==> config.mk <==
export PLATFORM = sky130hd
export DESIGN_NAME = button_latch
export DESIGN_NICKNAME = d
export VERILOG_FILES = /design/src/rtl/button_latch.sv
export SDC_FILE = /design/constraint.sdc
export NUM_CORES = 1
export LEC_CHECK = 0
export BUFFER_PORTS_ARGS = -buffer_cell sky130_fd_sc_hd__buf_2
export CORE_MARGIN = 2
export CORE_UTILIZATION = 45
export CTS_BUF_LIST = sky130_fd_sc_hd__clkbuf_4 sky130_fd_sc_hd__clkbuf_8
export CTS_CLUSTER_DIAMETER = 80
export DETAILED_ROUTE_END_ITERATION = 8
export HOLD_SLACK_MARGIN = 0.02
export PLACE_DENSITY = 0.71
export SLEW_MARGIN = 5
export SYNTH_ARGS = -nofsm -noshare
export SYNTH_HDL_FRONTEND = slang
export SYNTH_SLANG_ARGS = --single-unit
==> constraint.sdc <==
create_clock -name clk_i -period 1.49 [get_ports clk_i]
set_input_delay 0.298 -clock clk_i [delete_from_list [all_inputs] [get_ports clk_i]]
set_output_delay 0.298 -clock clk_i [all_outputs]
set_load 0.1 [all_outputs]
==> src/rtl/button_latch.sv <==
// button_latch: debounces a push-button and latches a 4-bit switch value onto the LEDs per accepted press.
// Latency: press_o asserts 2 + DEBOUNCE_CYCLES cycles after a clean button rising edge; led_o/cnt_o update one cycle later.
// Backpressure: none; free-running input sampler. Holding the button yields a single press.
//
// Ports:
//   clk_i     system clock, rising edge
//   rst_ni    asynchronous active-low reset (assert is immediate, release is synchronized)
//   button_i  raw asynchronous push-button level, active-high
//   sw_i      raw 4-bit switch value, sampled only on an accepted press
//   led_o     displayed captured switch value
//   press_o   one-cycle pulse per accepted press
//   cnt_o     accepted press count, wraps modulo 256
//   busy_o    high whenever the FSM is not IDLE
//
// Optional feature: define BUTTON_LATCH_BLINK_EN to blink led_o with a half-period of
// BLINK_HALF cycles. Without it led_o follows the LED register and no blink logic exists.

module button_latch #(
    parameter int unsigned DEBOUNCE_CYCLES = 8,
    parameter int unsigned BLINK_HALF      = 16
) (
    input  logic       clk_i,
    input  logic       rst_ni,
    input  logic       button_i,
    input  logic [3:0] sw_i,
    output logic [3:0] led_o,
    output logic       press_o,
    output logic [7:0] cnt_o,
    output logic       busy_o
);

    if (DEBOUNCE_CYCLES < 2 || DEBOUNCE_CYCLES > 255) begin : g_bad_debounce
        $error("button_latch: DEBOUNCE_CYCLES must be in 2..255");
    end
    if (BLINK_HALF < 2 || BLINK_HALF > 65535) begin : g_bad_blink
        $error("button_latch: BLINK_HALF must be in 2..65535");
    end

    localparam logic [7:0] DB_LAST = 8'(DEBOUNCE_CYCLES - 1);

    typedef enum logic [1:0] {
        IDLE       = 2'd0,
        DB_PRESS   = 2'd1,
        HELD       = 2'd2,
        DB_RELEASE = 2'd3
    } state_t;

    // Reset assert is asynchronous; release is retimed through two flops so
    // every other register leaves reset on a clean clock edge.
    logic [1:0] rst_sync;
    logic       arst_n;

    always_ff @(posedge clk_i or negedge rst_ni) begin
        if (!rst_ni) begin
            rst_sync <= 2'b00;
        end else begin
            rst_sync <= {rst_sync[0], 1'b1};
        end
    end

    assign arst_n = rst_sync[1];

    // Two-flop synchronizers for the raw asynchronous inputs.
    logic       btn_meta;
    logic       btn_sync;
    logic [3:0] sw_meta;
    logic [3:0] sw_sync;

    always_ff @(posedge clk_i or negedge arst_n) begin
        if (!arst_n) begin
            btn_meta <= 1'b0;
            btn_sync <= 1'b0;
            sw_meta  <= 4'h0;
            sw_sync  <= 4'h0;
        end else begin
            btn_meta <= button_i;
            btn_sync <= btn_meta;
            sw_meta  <= sw_i;
            sw_sync  <= sw_meta;
        end
    end

    // Debounce FSM
    state_t     state;
    state_t     state_next;
    logic [7:0] db_cnt;
    logic [7:0] db_cnt_next;
    logic       accept;

    always_ff @(posedge clk_i or negedge arst_n) begin
        if (!arst_n) begin
            state  <= IDLE;
            db_cnt <= 8'd0;
        end else begin
            state  <= state_next;
            db_cnt <= db_cnt_next;
        end
    end

    always_comb begin
        state_next  = state;
        db_cnt_next = db_cnt;
        accept      = 1'b0;
        case (state)
            IDLE: begin
                if (btn_sync) begin
                    state_next  = DB_PRESS;
                    db_cnt_next = 8'd0;
                end
            end
            DB_PRESS: begin
                if (!btn_sync) begin
                    state_next = IDLE;          // glitch: drop without capture
                end else if (db_cnt == DB_LAST) begin
                    state_next = HELD;
                    accept     = 1'b1;
                end else begin
                    db_cnt_next = db_cnt + 8'd1;
                end
            end
            HELD: begin
                if (!btn_sync) begin
                    state_next  = DB_RELEASE;
                    db_cnt_next = 8'd0;
                end
            end
            DB_RELEASE: begin
                if (btn_sync) begin
                    state_next = HELD;          // release bounce: no new press
                end else if (db_cnt == DB_LAST) begin
                    state_next = IDLE;
                end else begin
                    db_cnt_next = db_cnt + 8'd1;
                end
            end
            default: begin
                state_next  = IDLE;
                db_cnt_next = 8'd0;
            end
        endcase
    end

    // accept is decoded from registered state/counter and the synchronized
    // button only, so press_o is glitch-free and lasts exactly the cycle in
    // which the capture edge is pending.
    assign press_o = accept;
    assign busy_o  = (state != IDLE);

    // Capture register and press counter, both updated on the accept edge.
    logic [3:0] led_reg;
    logic [7:0] press_cnt;

    always_ff @(posedge clk_i or negedge arst_n) begin
        if (!arst_n) begin
            led_reg   <= 4'h0;
            press_cnt <= 8'd0;
        end else if (accept) begin
            led_reg   <= sw_sync;
            press_cnt <= press_cnt + 8'd1;   // natural wrap 255 -> 0
        end
    end

    assign cnt_o = press_cnt;

`ifdef BUTTON_LATCH_BLINK_EN
    localparam logic [15:0] BLINK_LAST = 16'(BLINK_HALF - 1);

    logic [15:0] blink_cnt;
    logic        blink_on;

    // Each accepted press restarts the blink at the start of an on phase.
    always_ff @(posedge clk_i or negedge arst_n) begin
        if (!arst_n) begin
            blink_cnt <= 16'd0;
            blink_on  <= 1'b0;
        end else if (accept) begin
            blink_cnt <= 16'd0;
            blink_on  <= 1'b1;
        end else if (blink_cnt == BLINK_LAST) begin
            blink_cnt <= 16'd0;
            blink_on  <= ~blink_on;
        end else begin
            blink_cnt <= blink_cnt + 16'd1;
        end
    end

    assign led_o = blink_on ? led_reg : 4'h0;
`else
    assign led_o = led_reg;
`endif

endmodule

* Word level (Yosys, flattened, before mapping) *
Cells that the tools add are included.

word-level totals
  input bits = 7
  bits in registers = 34

cells by class
  muxes and demuxes = 16
  add/sub/neg operators = 2
  equal/unequal tests = 10
  reductions and logical operators = 4

operator list
  kind                                                  count
  2-to-1 mux 8 bit                                      5
  case mux 8 bit (4 select lines)                       1
  adder 8 x 1 -> 8 bit (second input constant)          2
  2-to-1 mux 2 bit                                      6
  equality test 8 x 3 -> 1 bit (second input constant)  1
  inequality test 2 bit (second input constant)         4
  case mux 2 bit (4 select lines)                       1
  AND reduction 4 bit                                   2
  inequality test 3 bit (second input constant)         2
  equality test 2 bit (second input constant)           2
  2-to-1 mux 1 bit                                      3
  equality test 2 x 1 -> 1 bit (second input constant)  1
  logical NOT 2 bit                                     1
  nonzero test 2 bit                                    1

* Logic depth before layout (Yosys ltp) *
  depth after elaboration = 4
  gate-level depth with buffers = 5

* Worst setup path after synthesis *
OpenSTA, ideal clock, no wires.

  kind = flip-flop to output port
  start = register db_cnt[0]
  end = output press_o
  required time = 1.192 ns
  buffers on the path = 0
  setup slack = -0.436 ns
  cell stages (with the launch flop) = 5
  arrival = 1.628 ns
  path through = dfrtp_1 > ha_1 > and4bb_4 > nand3_4 > inv_1

between the ends
  cells in the longest elaborated chain, start to end = 4

RTL lines
  what                          line  RTL
  start: declaration            86    logic [7:0] db_cnt;
  start signal: assignment      96    db_cnt <= db_cnt_next;
  equality test 8 x 3 -> 1 bit  114   end else if (db_cnt == DB_LAST) begin
  2-to-1 mux 1 bit              114
  2-to-1 mux 1 bit              112   if (!btn_sync) begin
  2-to-1 mux 1 bit              104   case (state)
  end: declaration              27    output logic press_o,

Every way passes these cells.

* Worst setup path in the final report *
  start = register db_cnt[1]
  end = output press_o

Same word-level chain as after synthesis.

==> results.md <==
Status:
- The run finished, with violations left.
- The final reports fail on setup timing.

Timing:
- The final critical-path share of the clock period is 1.226.
- The clock arrives with 0.01528 ns of skew.
- Counting I/O delays and the setup requirement, the final critical path takes 1.827 ns.
- On the final layout, the worst hold slack is 0.06706 ns.
- The number of hold-slack violations in the final timing report is 0.
- Setup repair after global routing could not meet its margin everywhere.
- The count of endpoints failing setup in the final report is 19.
- The timing-limited maximum frequency is 547.3 MHz.
- Once routing completed, OpenROAD measured the worst setup slack at -0.3373 ns.
- The number of max-slew violations in the final report came to 0.

Layout:
- The number of nets at the end of the flow is 168.
- The final standard cell utilization of the core is 0.6719.
- The area of the multi-input gates is 618.1 sq um.
- The register area is 862.1 sq um.
- Of the cells placed in the final design, the portion with a size suffix greater than 1 is 0.5438.
- The repair_antennas step left the layout with diodes totalling 0.
- Relative to the synthesized area, the layout overhead comes to 43.26%.
- Once layout is done, the placed cells without fillers occupy 0.002034 sq mm.
- The number of fillers in the final layout is 205.

CTS:
- CTS saw 34 sinks.
- The cell chosen for the clock root is sky130_fd_sc_hd__clkbuf_4.
- CTS built an H-tree with a depth of 2.
- The CTS buffer count is 5.
- Clock-pin slew was measured on the worst setup and hold paths at 0.10 ns.
- TritonCTS built the clock tree.
- The clock latency on the worst-skew pair is 0.34 ns.
- The maximum buffer depth of the clock tree is 2.

Yosys:
- Synthesis instantiated 32 different standard cells from the library.
- After technology mapping, the gate count stands at 107.
- The cell type contributing the most total cell area after synthesis is sky130_fd_sc_hd__dfrtp_1.
- Of the post-synthesis cell area, the dominant cell type holds 0.5991.
- For this run, the number of Yosys warnings is 0.
- Yosys mapped a number of flops with a built-in enable equal to 0.
- In this run the cell area of the synthesized design comes to 0.001420 sq mm.
- Ranked by total cell area, the synthesized netlist is headed by sky130_fd_sc_hd__dfrtp_1 60%, sky130_fd_sc_hd__mux2_2 4.8%, sky130_fd_sc_hd__a22o_1 3.7%.
- The number of nets in the synthesized netlist is 116.
- In the post-synthesis netlist, the cell with the most instances is sky130_fd_sc_hd__dfrtp_1.
- The number of storage elements in the synthesis netlist is 34.
- Counting instances in the post-synthesis netlist gives the leading cell types as 34 x sky130_fd_sc_hd__dfrtp_1, 9 x sky130_fd_sc_hd__nand2_1.
- The share of the Yosys chip area taken by registers is 0.5991.
- The async set-reset flop share out of synthesis is 1.000.
- The leading register cell type out of synthesis is sky130_fd_sc_hd__dfrtp_1.
- The synthesized area per cell is 13.27 sq um.

Worst setup path:
- The type of the setup path with the least slack is reg2out.
- The critical path goes through ha_2 > and4bb_4 > nand3_4 > clkinvlp_4 > buf_12.
- For this design, the slowest cell found on the critical path is sky130_fd_sc_hd__dfrtp_1.
- The largest driver fanout on the critical path is 2.
- The largest single stage delay on the critical path is 0.38 ns.
- The data required time at the worst endpoint is 1.19 ns.
- The category of the worst setup path capture point is a primary output.
- The startpoint type of the worst setup path is a flop.
- Data on the critical path arrives at its endpoint at 1.53 ns.

GRT:
- The first-pass GRT wire length is 4609 um.
- After global routing the overflow that remains totals 0.
- The number of antenna violations at the first check in global routing came to 0.
- Across every metal layer, demand over resource in global routing totals 0.1799.
- The via count of the first global-routing pass was 1017.
- The largest net degree at the start of global routing is 21.

Placement:
- The post-DP HPWL is 1932 um.
- At the end of routability-driven placement, the weighted congestion stood at 0.8370.
- Summing all placed instances gives a cell area of 0.001713 sq mm.
- Port buffering added 20 buffers.

Routing:
- Dividing the detail-routed via count by the number of cells gives 4.946.
- The final wirelength is 2920 um.
- The count of nets left with antenna violations once routing finished came out at 0.
- The count of routing violations after the opening detailed-route iteration is 14.
- In the routed design, unresolved DRC markers number 0.
- The routed length per instance is 14.31 um.
- The first TritonRoute pass finished after 4 iterations.
- The overall via count from detail_route is 1009.

Floorplanning:
- The number of standard-cell rows in the floorplan is 20.
- The floorplan step set the die height to 60.18 um.
- The starting utilization of the core area is 0.4690.
- The area of the die is 0.003621 sq mm.
- The number of placed I/O pins is 21.
- After floorplanning, the core was sized to cover 0.003028 sq mm.
- The die is 60.18 um wide.

Power:
- Dividing total power by cell area gives a power density of 1592 mW/mm^2.
- The leakage power total is 1.012 nW.
- The maximum VDD drop is 1.167 mV.

Run:
- The number of max-cap violations is 0.

Min path:
- The path category of the worst min-delay check is in2reg.
==> repair_timing <==
action | in CTS | in global routing
setup buffers | 8 | 4
pin swaps | 5 | 7
resized for setup | 14 | 16
hold endpoints to repair | 2 | 0
hold buffers | 1 | 0
setup endpoints to repair | 17 | 28
==> metrics by stage <==
step | std cells | power (mW) | setup TNS, ns | setup WS, ns
after floorplan | 107 | 1.850 | -0.2270 | -0.1972
after global placement | 184 | 2.099 | 0 | 0.01138
after detailed placement | 184 | 2.129 | -0.2853 | -0.04702
after CTS | 201 | 3.157 | -2.233 | -0.3288
after global routing | 204 | 3.367 | -4.339 | -0.4125
final | 204 | 3.238 | -3.127 | -0.3373
==> logic make-up (layout without fill, tap and decap cells) <==
logic type,after synthesis,count (layout),share of synthesized area
XOR/XNOR,10,10,0.06697
multiplexers,7,7,0.05814
other,1,1,0.002641
buffers and inverters,4,57,0.01234
flip-flops,34,34,0.5991
adder cells (fa/ha/maj),2,2,0.01762
AND/OR/NAND/NOR,36,36,0.1753
AO/OA/AOI/OAI,13,13,0.06784
==> power by group <==
part           internal [mW]  leakage (nW)  total [mW]  switching [mW]
logic                  0.515         0.524        1.24           0.722
clock network          0.568        0.0585       0.877           0.309
registers               1.04         0.429        1.12          0.0867
==> cell usage in the layout, fill, tap and decap left out, types with 2 or more instances in the layout <==
| master | count |
|---|---|
| sky130_fd_sc_hd__a22o_1 | 6 |
| sky130_fd_sc_hd__nor3_2 | 2 |
| sky130_fd_sc_hd__mux2_2 | 4 |
| sky130_fd_sc_hd__nand3_2 | 2 |
| sky130_fd_sc_hd__buf_6 | 5 |
| sky130_fd_sc_hd__bufinv_16 | 2 |
| sky130_fd_sc_hd__mux2_4 | 3 |
| sky130_fd_sc_hd__a21oi_1 | 3 |
| sky130_fd_sc_hd__nand2_1 | 8 |
| sky130_fd_sc_hd__dfrtp_2 | 6 |
| sky130_fd_sc_hd__nor2_1 | 3 |
| sky130_fd_sc_hd__buf_2 | 9 |
| sky130_fd_sc_hd__nand3_1 | 4 |
| sky130_fd_sc_hd__clkbuf_4 | 10 |
| sky130_fd_sc_hd__nor3_1 | 2 |
| sky130_fd_sc_hd__xnor2_1 | 6 |
| sky130_fd_sc_hd__buf_12 | 2 |
| sky130_fd_sc_hd__xor2_1 | 3 |
| sky130_fd_sc_hd__buf_4 | 25 |
| sky130_fd_sc_hd__dfrtp_1 | 27 |
| sky130_fd_sc_hd__nor3_4 | 2 |
==> state kept, by name, summed over array words and instances, names as in the netlist, named ones only <==
register / count
btn_meta: 1
btn_sync: 1
cnt_o: 8
db_cnt: 8
led_o: 4
rst_sync: 2
state: 1
sw_meta: 4
sw_sync: 4
==> cell type report <==
class,count,share of cell area
Tap cell,44,0.02706
Multi-Input combinational cell,69,0.3038
Timing Repair Buffer,47,0.1851
Clock buffer,6,0.02522
Clock inverter,2,0.02952
Inverter,2,0.005535
Sequential cell,34,0.4237
==> per-layer routing <==
layer	wire length, um	up-vias	GRT usage
met5	0	-	0
met4	14	0	0.06032
met3	75	2	0.07143
met2	1491	18	0.2826
met1	1338	509	0.2259
li1	-	480	-
==> critical path: cells and delay by family (launching register included) <==
family,cells,cell delay (ns)
buffers and inverters,2,0.27
flip-flops,1,0.38
adder cells (fa/ha/maj),1,0.19
AND/OR/NAND/NOR,2,0.35
==> final timing paths <==
path / startpoint / end / slack [ns] / cells past startpoint
setup / recovery: db_cnt[1] / press_o / -0.34 / 5
hold / removal: sw_i[2] / sw_meta[2] / 0.07 / 1
setup reg to reg: db_cnt[1] / db_cnt[0] / -0.27 / 7
hold reg to reg: rst_sync[1] / asynchronous set/reset pin / 0.19 / 1
max in group asynchronous: rst_sync[1] / cnt_o[2] / 1.02 / 1
min in group asynchronous: rst_sync[1] / asynchronous set/reset pin / 0.19 / 1
Power figures use the tool's default switching activity.
